[config.mk]
export PLATFORM = sky130hd
export DESIGN_NAME = mem8x8_arbiter
export DESIGN_NICKNAME = d
export VERILOG_FILES = /design/src/rtl/mem8x8_arbiter.sv
export SDC_FILE = /design/constraint.sdc
export NUM_CORES = 1
export LEC_CHECK = 0
export CORE_ASPECT_RATIO = 0.5
export CORE_MARGIN = 2
export CORE_UTILIZATION = 40
export DETAILED_ROUTE_END_ITERATION = 16
export PLACE_DENSITY = 0.78
export SYNTH_ARGS = -nofsm -noshare
export SYNTH_HDL_FRONTEND = slang
export SYNTH_SLANG_ARGS = --single-unit
[constraint.sdc]
create_clock -name clk -period 2.7 [get_ports clk]
set_input_delay 0.54 -clock clk [delete_from_list [all_inputs] [get_ports clk]]
set_output_delay 0.54 -clock clk [all_outputs]
set_load 0.05 [all_outputs]
[src/rtl/mem8x8_arbiter.sv]
// Two-port round-robin arbiter for a single-ported 8x8 synchronous array.
// Every access takes a fixed four cycles: IDLE (arbitrate) -> SETUP -> ACCESS -> HOLD.
module mem8x8_arbiter #(
    parameter int ADDR_W = 3,
    parameter int DATA_W = 8
) (
    input  logic              clk,
    input  logic              rst,
    input  logic              a_req,
    input  logic              a_wr,
    input  logic [ADDR_W-1:0] a_addr,
    input  logic [DATA_W-1:0] a_wdata,
    output logic              a_ack,
    output logic [DATA_W-1:0] a_rdata,
    input  logic              b_req,
    input  logic              b_wr,
    input  logic [ADDR_W-1:0] b_addr,
    input  logic [DATA_W-1:0] b_wdata,
    output logic              b_ack,
    output logic [DATA_W-1:0] b_rdata,
    output logic [ADDR_W-1:0] mem_addr,
    output logic [DATA_W-1:0] mem_din,
    output logic              mem_we,
    output logic              mem_re,
    input  logic [DATA_W-1:0] mem_dout,
    output logic              busy
);

    typedef enum logic [1:0] {
        IDLE   = 2'd0,
        SETUP  = 2'd1,
        ACCESS = 2'd2,
        HOLD   = 2'd3
    } state_t;

    state_t            state_q, state_d;
    logic              gnt_b_q, gnt_b_d;    // operation in flight belongs to B
    logic              last_b_q, last_b_d;  // most recent grant went to B
    logic              wr_q, wr_d;
    logic [ADDR_W-1:0] addr_q, addr_d;
    logic [DATA_W-1:0] wdata_q, wdata_d;
    logic [DATA_W-1:0] a_rdata_q, a_rdata_d;
    logic [DATA_W-1:0] b_rdata_q, b_rdata_d;
    logic              pick_b;

    // Next-state logic: arbitration and command latch in IDLE, read capture leaving ACCESS.
    always_comb begin
        state_d   = state_q;
        gnt_b_d   = gnt_b_q;
        last_b_d  = last_b_q;
        wr_d      = wr_q;
        addr_d    = addr_q;
        wdata_d   = wdata_q;
        a_rdata_d = a_rdata_q;
        b_rdata_d = b_rdata_q;
        // B wins when it is alone, or when both ask and A was served last.
        pick_b    = b_req && (!a_req || !last_b_q);
        case (state_q)
            IDLE: begin
                if (a_req || b_req) begin
                    state_d  = SETUP;
                    gnt_b_d  = pick_b;
                    last_b_d = pick_b;
                    wr_d     = pick_b ? b_wr    : a_wr;
                    addr_d   = pick_b ? b_addr  : a_addr;
                    wdata_d  = pick_b ? b_wdata : a_wdata;
                end
            end
            SETUP: begin
                state_d = ACCESS;
            end
            ACCESS: begin
                state_d = HOLD;
                if (!wr_q) begin
                    if (gnt_b_q) begin
                        b_rdata_d = mem_dout;
                    end else begin
                        a_rdata_d = mem_dout;
                    end
                end
            end
            HOLD: begin
                state_d = IDLE;
            end
            default: begin
                state_d = IDLE;
            end
        endcase
    end

    // State and datapath registers; reset leaves the pointer favouring A.
    always_ff @(posedge clk) begin
        if (rst) begin
            state_q   <= IDLE;
            gnt_b_q   <= 1'b0;
            last_b_q  <= 1'b1;
            wr_q      <= 1'b0;
            addr_q    <= '0;
            wdata_q   <= '0;
            a_rdata_q <= '0;
            b_rdata_q <= '0;
        end else begin
            state_q   <= state_d;
            gnt_b_q   <= gnt_b_d;
            last_b_q  <= last_b_d;
            wr_q      <= wr_d;
            addr_q    <= addr_d;
            wdata_q   <= wdata_d;
            a_rdata_q <= a_rdata_d;
            b_rdata_q <= b_rdata_d;
        end
    end

    // Enables and acks are masked by rst so an aborted operation never writes or acks.
    assign mem_we   = (state_q == ACCESS) &&  wr_q && !rst;
    assign mem_re   = (state_q == ACCESS) && !wr_q && !rst;
    assign a_ack    = (state_q == HOLD) && !gnt_b_q && !rst;
    assign b_ack    = (state_q == HOLD) &&  gnt_b_q && !rst;
    assign busy     = (state_q != IDLE);
    assign mem_addr = addr_q;
    assign mem_din  = wdata_q;
    assign a_rdata  = a_rdata_q;
    assign b_rdata  = b_rdata_q;

endmodule

==> results.md, run 1 <==
- The run finished with clean final reports.
- The total CTS buffers is 5.
- The post-layout minimum cycle time is 2470 ps.
- Counting every instance in the synthesized netlist gives 150.
- After synthesis the netlist holds a flip-flop and latch count of 32.
- The tool flagged a number of max-cap violations equal to 0.
- Counting flops with a built-in enable in the synthesized netlist gives 0.
- The diode insertion count for antenna repair is 0.
- The portion of synthesized cell area occupied by the leading cell type is around 44%.
- The die area is 0.00416 mm².
- The number of placement rows is 15.
- The period utilization is 91.3%.
- The final count of negative-setup-slack endpoints is 0.
- The logic gate share of total power is 51.7%.
- Before CTS, the worst setup slack after placement is 410 ps.
- The sequential cells in the finished layout cover a total of 641 µm².
- Cells fill between 60% and 70% of the core in the end.
- The clock passes through at most 2 buffers.
- sky130_fd_sc_hd__dfxtp_1 is the most common cell in the netlist.
- In this run the number of H-tree levels came out at 2.
- The final net count is 254.
- Data arrives at the worst endpoint at around 1900 ps.
- The number of cells in the finished layout apart from fillers is 267.
- The worst setup path is launched from a flip-flop.
- Relative to the synthesized area, the layout overhead comes to 54.7%.
- The height of the die is roughly 47 µm.
- The number of global-route vias before repair is approximately 1,200.
- The root buffer cell chosen for the clock tree is sky130_fd_sc_hd__clkbuf_8.
- The first detailed-routing pass took 4 iterations.
- The post-detailed-route via-to-cell ratio is 4.79.
- The die is ~89 µm wide.
- Of the synthesized area, sequential elements account for between 40% and 50%.
- The initial antenna violation count was 0.
- For this configuration, the core starts out at a cell density of 42.0%.
- On the final layout, the worst clock skew is 3.99 ps.
- The max-slew violation total from the final report was 0.
- The worst-case IR drop observed on VDD is 0.485 mV.
- The number of different library cells used by synthesis comes to 28.
- The share of synthesized flip-flops with an asynchronous set or reset is 0%.
- Tracing the worst setup path back leads to its startpoint at state_q[0].
- The smallest setup slack after layout is 235 ps.
- The total count of hold-check failures in the final report is 0.
- CTS saw 32 sinks.
- Of all nets on the critical path, the largest fanout is 8.
- Clock-pin slew was measured on the worst setup and hold paths at 60 ps.
- The count of buffers added on input and output ports is 67.
- TritonCTS built the clock tree.
- The average instance area after synthesis is 9.68 µm².
- Net switching is 43.8% of the power.
- The post-cts hold buffer count is 0.
- For this run, the number of Yosys warnings is 0.
- The startpoint of the lowest-slack register-to-register path is state_q[0].
- The worst slew margin relative to its limit is 38.6%.
- The slew of the pin with the lowest slew margin is ~920 ps.
- The count of antenna-violating nets left after detailed routing is 0.
- The first global-routing pass estimated 5600 µm of wire.
- The combined global-route utilization of all metal layers is 18.0%.
- The internal portion of the total power is around 0.0012 W.
- Setup repair after global routing left no endpoint under its margin.
- In the final layout, the multi-input gates occupy 737 µm².
- Cells with a size suffix above 1 make up 17.1% of the layout.
- Of the total power, registers draw 30.5%.
- The endpoint required time on the critical path is 2160 ps.
- The achievable frequency is 406 MHz.
- The worst hold path begins at a_rdata[1].
- The net switching component of the power is 0.000933 W.
- The clock network is responsible for 17.8% of the overall power.
- The power per unit of standard cell area is 949 mW/mm².
- The number of nets handed over by synthesis was 189.
- The HPWL after detailed placement is 2650 µm.
- After detailed routing, the total wire length is 3630 µm.
- The synthesized cell area is about 0.0015 mm².
- The post-route setup TNS is 0 ps.
- Detailed routing inserted a total of 1,280 vias.
- The kind of capture point of the worst setup path is a primary output.
- The class of the most critical hold timing path is reg2reg.
- The post-CTS resize count is 0.
- After global routing the overflow that remains totals 0.
- For the worst-skew pair, the clock arrives at the later sink with an insertion delay of 280 ps.
- The critical path is of the reg2out type.
- The total setup buffers inserted after CTS is 0.
- Counting tap cells, the placed design contains a total of about 260 instances.
- The detailed router finished its first iteration with 45 violations.
- The analysis attributes to cell leakage a power of 0.904 nW.
- The final estimated routing congestion in global placement is about 0.67.
- For this design the top-level I/O count stands at 68.
- The top flip-flop cell by instance count after synthesis is sky130_fd_sc_hd__dfxtp_1.
- Fill cells in the final layout number approximately 310.
- The core region is between 0.003 and 0.004 mm².
- Ranked by total cell area, the synthesized netlist is headed by sky130_fd_sc_hd__dfxtp_1 (44%), sky130_fd_sc_hd__mux2i_1 (11%), sky130_fd_sc_hd__a211oi_2 (7.8%).
- In the final routed layout, each cell accounts on average for between 10 and 15 µm.
- sky130_fd_sc_hd__dfxtp_1 takes more of the synthesized area than any other cell.
- By count the netlist is led by sky130_fd_sc_hd__dfxtp_1 (32), sky130_fd_sc_hd__nor2_1 (30), sky130_fd_sc_hd__mux2i_1 (16).
- The DRC violation count after routing is 0.
- Entering global routing, the biggest net connects 27 pins.
## stage by stage
| step | hold WS, ps | area (µm²) | power (W) |
|---|---|---|---|
| 6_report | 498 | 2250 | 0.00213 |
| 5_1_grt | 526 | 2250 | 0.00225 |
| 3_3_place_gp | 474 | 2150 | 0.00174 |
| 2_1_floorplan | 527 | 1450 | 0.00144 |
| 3_5_place_dp | 487 | 2150 | 0.00177 |
| 4_1_cts | 503 | 2250 | 0.00215 |
## metal layers
| layer | vias up | part of all wire, % | global-route usage (%) |
|---|---|---|---|
| li1 | 641 | - | - |
| met1 | 608 | 44 | 21.4 |
| met2 | 27 | 51 | 32.3 |
| met3 | 4 | 4.2 | 5.91 |
| met4 | 0 | 0.97 | 4.48 |
| met5 | - | 0 | 0 |
## registers in the layout (all words and copies together), names as in the netlist
name      cells
a_rdata       8
b_rdata       8
gnt_b_q       1
last_b_q      1
mem_addr      3
mem_din       8
state_q       2
wr_q          1
## power groups by stage
| stage | Sequential [W] | Clock [W] | Combinational [W] |
|---|---|---|---|
| after floorplan | 0.000933 | 0 | 0.000510 |
| after global placement | 0.000656 | 0 | 0.00108 |
| after detailed placement | 0.000659 | 0 | 0.00111 |
| after CTS | 0.000649 | 0.000389 | 0.00111 |
| after global routing | 0.000663 | 0.000409 | 0.00118 |
| final | 0.000649 | 0.000379 | 0.00110 |
## layout make-up
cell class                 count  share of cell area [%]
multi-input combinational    104                    32.8
timing repair buffer          69                    31.2
clock buffer                   6                    3.68
sequential                    32                    28.5
inverter                       3                   0.501
clock inverter                 2                   0.446
tap                           51                    2.84
## placed cells by master, fill, tap and decap left out
master	Yosys	final
sky130_fd_sc_hd__clkinv_2	0	2
sky130_fd_sc_hd__a22oi_1	1	1
sky130_fd_sc_hd__ha_1	3	3
sky130_fd_sc_hd__a21bo_2	1	1
sky130_fd_sc_hd__nand2_1	12	12
sky130_fd_sc_hd__buf_4	2	4
sky130_fd_sc_hd__a211oi_2	9	9
sky130_fd_sc_hd__and3b_1	2	2
sky130_fd_sc_hd__clkdlybuf4s50_1	0	63
sky130_fd_sc_hd__nor2_1	30	30
sky130_fd_sc_hd__nand3b_1	1	1
sky130_fd_sc_hd__buf_12	0	2
sky130_fd_sc_hd__a31oi_1	1	1
sky130_fd_sc_hd__or2_2	1	1
sky130_fd_sc_hd__nor3b_2	0	1
sky130_fd_sc_hd__nor3_1	1	1
sky130_fd_sc_hd__o21ai_1	1	1
sky130_fd_sc_hd__a21oi_2	9	9
sky130_fd_sc_hd__a211oi_1	4	4
sky130_fd_sc_hd__mux2i_1	16	16
sky130_fd_sc_hd__dfxtp_1	32	32
sky130_fd_sc_hd__or4_1	1	1
sky130_fd_sc_hd__o31ai_1	1	1
sky130_fd_sc_hd__o21a_2	1	1
sky130_fd_sc_hd__nor3b_1	3	2
sky130_fd_sc_hd__a21boi_4	1	1
sky130_fd_sc_hd__a21oi_1	5	5
sky130_fd_sc_hd__clkbuf_8	0	6
sky130_fd_sc_hd__inv_1	3	3
## kinds of logic (layout without fill, tap and decap cells)
group | Yosys count | count (layout) | share of synthesized area, %
adder cells (fa/ha/maj) | 3 | 3 | 2.59
buffers and inverters | 14 | 80 | 5.43
AO/OA/AOI/OAI | 34 | 34 | 21.4
flip-flops | 32 | 32 | 44.1
multiplexers | 16 | 16 | 11.0
AND/OR/NAND/NOR | 51 | 51 | 15.4
## final timing paths
kind                                    to  slack [ps]  depth (start not counted)
worst min register to register  a_rdata[1]         500                          2
worst max-delay path                  busy         230                          4
worst min-delay path            a_rdata[1]         500                          2
worst max register to register  a_rdata[5]         850                          5
## worst max-delay path, cell delays in order (launching register included)
cell                              delay [ps]
sky130_fd_sc_hd__dfxtp_1                 350
sky130_fd_sc_hd__inv_1                    70
sky130_fd_sc_hd__ha_1                    290
sky130_fd_sc_hd__inv_1                   130
sky130_fd_sc_hd__clkdlybuf4s50_1         810
(Power assumes the default switching activity.)
==> run 2, diff against run 1 <==
- CORE_ASPECT_RATIO: 0.5 -> default
==> run 2 against run 1 <==
  * Register-to-register slack improved by 290 ps
  * Clock power decreased by 21%
  * Wire length increased by 2.9%
  * Die area decreased by 0.71%
  * Cell count decreased by 1.5%
  * Critical path depth unchanged
  * Power decreased by 3.6%
  * Flip-flop and latch count unchanged
  * Critical path type unchanged
  * Highest routed layer unchanged
==> results.md, run 2 (synthesis gave the netlist of run 1 again) <==
- For the worst setup path, the data required time is 2160 ps.
- Total power for the finished layout comes to 0.00206 W.
- Setup slack on the critical path of the routed design comes to 174 ps.
- Timing would allow up to 396 MHz.
- The count of antenna-violating nets left after detailed routing is 0.
- The startpoint identified for the worst hold timing path is a_rdata[5].
- For the final routed database, the setup TNS stands at 0 ps.
- Summing all multi-input logic gate instances after layout gives between 700 and 800 µm².
- The diode insertion count for antenna repair is 0.
- The total count of hold-check failures in the final report is 0.
- The detailed-routing iteration count for the pre-antenna-repair pass is 4.
- At the end of routability-driven placement, the weighted congestion stood at 0.739.
- The global-route wire length before repair is 6160 µm.
- Registers take 641 µm².
- The final cell area excluding filler cells is 0.00222 mm².
- Counting I/O delays and the setup requirement, the final critical path takes roughly 2500 ps.
- The overall routed net length is roughly 3700 µm.
- The combined global-route utilization of all metal layers is between 10% and 20%.
- The cell depth of the worst hold path is 2.
- The share of cells above drive strength 1 is 17.1%.
- The floorplan step set the die height to between 60 and 70 µm.
- The TritonCTS clock tree is built.
- Dividing the detail-routed wire length by the instance count gives 14.2 µm.
- At the placement stage, the worst setup path has a slack of roughly 460 ps.
- The layout has between 200 and 300 filler cells.
- The pin count of the biggest net entering global routing is 21.
- The die area is 0.00413 mm².
- The final count of negative-setup-slack endpoints is 0.
- At the end of the flow the core is filled with cells to 65.1%.
- In this run the power density over the cells is between 900 and 1000 mW/mm².
- The DRC violation count after routing is 0.
- The worst min-delay path endpoint is a_rdata[5].
- Setup repair after global routing left no endpoint under its margin.
- In this run the worst hold path is classified as reg2reg.
- In this run the cell area measured after placement is 0.00216 mm².
- 68 I/O pins were placed.
- The number of global-route vias before repair is 1,384.
- The worst-case register-to-register setup slack is 1140 ps.
- The tree is rooted in a sky130_fd_sc_hd__clkbuf_4.
- The count of buffers added on input and output ports is 67.
- For this configuration, the core starts out at a cell density of 42.5%.
- The cell leakage power is 0.897 nW.
- After clock tree synthesis, the repair step resized 0 gates.
- Clock tree synthesis found a total of 32 sinks.
- CTS built an H-tree with a depth of 2.
- After global routing the overflow that remains totals 0.
- The kind of capture point of the worst setup path is a primary output.
- The net count of the finished layout is ~260.
- The tool flagged a number of max-cap violations equal to 0.
- The initial antenna violation count came to 0.
- The floorplan core area is 0.00342 mm².
- For the pin with the worst max-slew slack, the measured transition is 579 ps.
- In the layout the commonest cells are sky130_fd_sc_hd__clkdlybuf4s50_1 (63), sky130_fd_sc_hd__dfxtp_1 (32), sky130_fd_sc_hd__nor2_1 (30), sky130_fd_sc_hd__mux2i_1 (16), sky130_fd_sc_hd__nand2_1 (12).
- The nature of the critical path startpoint is a flip-flop.
- The worst voltage drop across the vdd grid is 0.511 mV.
- The library cell used most frequently in the layout, excluding fill and tap cells, is sky130_fd_sc_hd__clkdlybuf4s50_1.
- The number of placement rows is 21.
- The violation count after the first detailed-route iteration is 18.
- The maximum clock insertion buffer count is 2.
- The logic depth of the worst register-to-register path is 5.
- Data arrives at the worst endpoint at ~2000 ps.
- After clock tree synthesis, the setup repair step added 0 buffers.
- The latest clock arrival within the worst-skew pair is roughly 330 ps.
- Compared with the post-synthesis result, the final layout area differs by 53.1%.
- The maximum fanout encountered on the critical timing path is 8.
- Dividing the detail-routed via count by the number of cells gives 4.97.
- The final setup skew is 7.74 ps.
- The startpoint identified for the worst register-to-register timing path is state_q[0].
- The flow ran to the end, and the final reports show no timing, DRC or antenna violations.
- After clock tree synthesis, the flow added hold-fix buffers numbering 0.
- The die extent in x is around 64 µm.
- The number of vias after detailed routing is 1,307.
- The max-slew violation total from the final report came to 0.
- TritonCTS created 5 clock buffers.
- Dividing the final minimum period by the clock period gives 93.6%.
- The worst setup path is of the reg2out kind.
- Summed over all nets, the half-perimeter wirelength after detailed placement is 2900 µm.
- The clock transition at the registers of the reported paths is ~90 ps.
- The capturing point of the worst reg2reg path is b_rdata[3].
- The worst slew margin relative to its limit is 61.3%.
run 2: changes by cell type in the layout (fill, tap and decap cells not counted), sizes merged:
cell	previous run	this run
buf	6	8
clkinv	2	0
clkbuf	6	7
run 2: critical path: stages, from the launching register on:
cell and delay, ps:
sky130_fd_sc_hd__dfxtp_1 360, sky130_fd_sc_hd__inv_1 70, sky130_fd_sc_hd__ha_1 290, sky130_fd_sc_hd__inv_1 120, sky130_fd_sc_hd__clkdlybuf4s50_1 810
run 2: layout make-up:
type	instances	share of cell area, %
repair buffers	71	32.2
multi-input cells	104	32.9
well taps	46	2.59
inverters	3	0.507
flip-flops and latches	32	28.8
clock buffers	7	2.93
run 2: how the worst max path moves through the flow:
stage | start | end
after floorplan | rst | a_ack
after global placement | state_q[0] | busy
after detailed placement | b_req | mem_din[2]
after CTS | state_q[0] | busy
after global routing | state_q[0] | busy
final | state_q[0] | busy
run 2: where the power goes:
group          internal (W)  leakage (nW)  switching (W)
registers          0.000581         0.262      0.0000686
logic              0.000419         0.598       0.000686
clock network      0.000148        0.0374       0.000154
run 2: metrics by stage:
stage / hold WS [ps] / std cells
4_1_cts: 509 / 263
5_1_grt: 545 / 263
3_5_place_dp: 484 / 256
2_1_floorplan: 527 / 150
6_report: 501 / 263
3_3_place_gp: 475 / 256
run 2: per-layer routing:
| layer | track usage, % | vias to the layer above | routed length (µm) |
|---|---|---|---|
| li1 | - | 651 | - |
| met2 | 35.3 | 36 | 1980 |
| met4 | 9.04 | 0 | 90 |
| met1 | 21.1 | 611 | 1510 |
| met5 | 0 | - | 0 |
| met3 | 5.46 | 9 | 153 |
==> run 3, diff against run 2 <==
- REMOVE_ABC_BUFFERS: default -> 1
==> run 3 against run 2 <==
  * Core utilization down 1.0 points
  * Clock-buffer cell count is 2 lower
  * First-iteration DRC count rose to 3.3 times the previous value
  * Wire length grew 4.0%
  * Register-to-register slack better by 20 ps
==> results.md, run 3 (synthesis gave the netlist of run 1 again) <==
- Data arrives at the worst endpoint at ~2000 ps.
- The capturing point of the worst reg2reg path is b_rdata[6].
- The worst path in the final design needs a cycle of around 2500 ps, including I/O delays and setup.
- In this run switching power makes up 45.5% of total power.
- The class of the most critical hold timing path is reg2reg.
- The max-slew violation total from the final report is 0.
- The final estimated routing congestion in global placement is 0.765.
- The longest clock path from root to sink contains 2 buffers.
- The run finished with clean final reports.
- The floorplan has 21 rows.
- The final setup skew is 7.98 ps.
- The initial antenna violation count is 0.
- The setup path with the least slack is of type reg2out.
- The worst voltage drop across the vdd grid is 0.477 mV.
- The floorplan core area is 0.00342 mm².
- In the layout the commonest cells are sky130_fd_sc_hd__clkdlybuf4s50_1 (63), sky130_fd_sc_hd__dfxtp_1 (32), sky130_fd_sc_hd__nor2_1 (30), sky130_fd_sc_hd__mux2i_1 (16), sky130_fd_sc_hd__nand2_1 (12).
- The first global-routing pass estimated 6380 µm of wire.
- Entering global routing, the biggest net connects 29 pins.
- The repair_antennas step left the layout with diodes totalling 0.
- The count of buffers inserted at the top-level ports is 67.
- The combined global-route utilization of all metal layers is approximately a fifth.
- The post-route setup TNS is 0 ps.
- After clock tree synthesis, the clock-pin slew on the worst setup and hold paths is 90 ps.
- The library cell used most frequently in the layout, excluding fill and tap cells, is sky130_fd_sc_hd__clkdlybuf4s50_1.
- Dividing the detail-routed wire length by the instance count gives 14.9 µm.
- In this run the tightest slew margin relative to its limit is about 65%.
- Setup repair after global routing left no endpoint under its margin.
- STA classifies the critical path startpoint as a flip-flop.
- The analysis attributes to cell leakage a power of 0.878 nW.
- The total congestion overflow is 0.
- The die area is 0.00413 mm².
- For this run, the detailed router's first-pass iteration total came to 4.
- In this run the worst path has a maximum fanout of 8.
- After legalization and detailed placement, the total HPWL measured 2840 µm.
- In this run the worst setup path terminates at busy.
- The die is 64.2 µm tall.
- The net switching component of the power is around 0.0009 W.
- Timing would allow up to 400 MHz.
- Post-CTS repair changed the size of 0 cells.
- Of the total power, combinational logic draws 55.7%.
- During I/O placement, the number of pins put on the boundary was 68.
- CTS built an H-tree with a depth of 2.
- The clock network burns between 10% and 20% of the power.
- Hold repair after CTS inserted 0 buffers.
- The total number of clock tree sinks is 32.
- In the final layout, the share of cells above drive strength 1 is 15.9%.
- The die extent in x is around 64 µm.
- The count of antenna-violating nets left after detailed routing is 0.
- Power spread over the standard cell area amounts to about 910 mW/mm².
- The period utilization is slightly above 90%.
- The violation count after the first detailed-route iteration is 59.
- The TritonCTS clock tree is built.
- The latest clock arrival within the worst-skew pair is between 300 and 400 ps.
- The number of cells on the worst reg-to-reg path is 5.
- Tracing the worst setup path back leads to its startpoint at state_q[0].
- The total count of hold-check failures in the final report was 0.
- The internal cell power is 0.00108 W.
- The area growth from synthesis to layout is 50.7%.
- Setup violations remaining at the end of the flow were counted as 0.
- The starting utilization of the core area is between 40% and 50%.
- The worst-case register-to-register setup slack is 1160 ps.
- For this run, design rule violations remaining after detail routing come to 0.
- Registers are responsible for 32.7% of the overall power.
- The kind of capture point of the worst setup path is a primary output.
- The number of global-route vias before repair is approximately 1,400.
- In this run the clock root is driven by a sky130_fd_sc_hd__clkbuf_4.
- The post-detailed-route via-to-cell ratio is 5.12.
- Once layout is complete, the utilization of the core stands at 64.0%.
- Post-CTS timing repair inserted 0 buffers for setup.
- The startpoint of the lowest-slack register-to-register path is state_q[0].
- The total CTS buffers is 5.
- The number of fill cells is about 290.
- The endpoint required time on the critical path is 2160 ps.
- The final layout contains 255 nets.
- The routed design has 3880 µm of wire.
- The slew of the pin with the lowest slew margin is 528 ps.
- The number of vias after detailed routing is 1,330.
- The max-cap violation count is 0.
==> run 3: cell count changes in the layout (fill, tap and decap cells not counted), sizes merged <==
cell	delta
buf	-1
clkbuf	-2
==> run 3: power by group through the flow <==
stage | Sequential [W] | Clock (W) | Combinational, W
2_1_floorplan | 0.000933 | 0 | 0.000464
3_5_place_dp | 0.000663 | 0 | 0.00111
3_3_place_gp | 0.000652 | 0 | 0.00108
4_1_cts | 0.000652 | 0.000245 | 0.00112
5_1_grt | 0.000664 | 0.000266 | 0.00118
6_report | 0.000651 | 0.000229 | 0.00111
==> run 3: how the worst min path moves through the flow <==
stage          slack (ps)  cells after the start    endpoint        from
4_1_cts               510                      2  mem_din[1]  mem_din[1]
3_3_place_gp          470                      2  a_rdata[0]  a_rdata[0]
6_report              500                      2  mem_din[1]  mem_din[1]
2_1_floorplan         530                      2     gnt_b_q     gnt_b_q
3_5_place_dp          480                      2  a_rdata[7]  a_rdata[7]
5_1_grt               530                      2  mem_din[1]  mem_din[1]
==> run 3: layout make-up <==
| cell class | instances | area, µm² | area share, % |
|---|---|---|---|
| Clock buffer | 5 | 37.5 | 1.72 |
| Sequential cell | 32 | 641 | 29.3 |
| Timing Repair Buffer | 70 | 708 | 32.4 |
| Tap cell | 46 | 57.6 | 2.63 |
| Inverter | 3 | 11.3 | 0.515 |
| Multi-Input combinational cell | 104 | 732 | 33.5 |
==> run 3: worst max-delay path: stages (launching register included) <==
cell	delay, ps
sky130_fd_sc_hd__dfxtp_1	360
sky130_fd_sc_hd__inv_1	70
sky130_fd_sc_hd__ha_1	290
sky130_fd_sc_hd__inv_1	120
sky130_fd_sc_hd__clkdlybuf4s50_1	800
==> run 3: layer usage <==
layer	wire length [µm]	global-route usage [%]
met2	1830	35.0
met5	0	0
met1	1650	22.0
met4	80	6.91
met3	318	6.87
==> run 3: through the flow <==
stage / std cells / area (µm²) / total power [W] / hold WS (ps) / setup WS (ps)
after floorplan: 139 / 1380 / 0.00140 / 527 / 422
after global placement: 255 / 2150 / 0.00174 / 471 / 506
after detailed placement: 255 / 2150 / 0.00178 / 484 / 406
after CTS: 260 / 2190 / 0.00201 / 506 / 170
after global routing: 260 / 2190 / 0.00211 / 528 / 73.5
final: 260 / 2190 / 0.00199 / 502 / 203
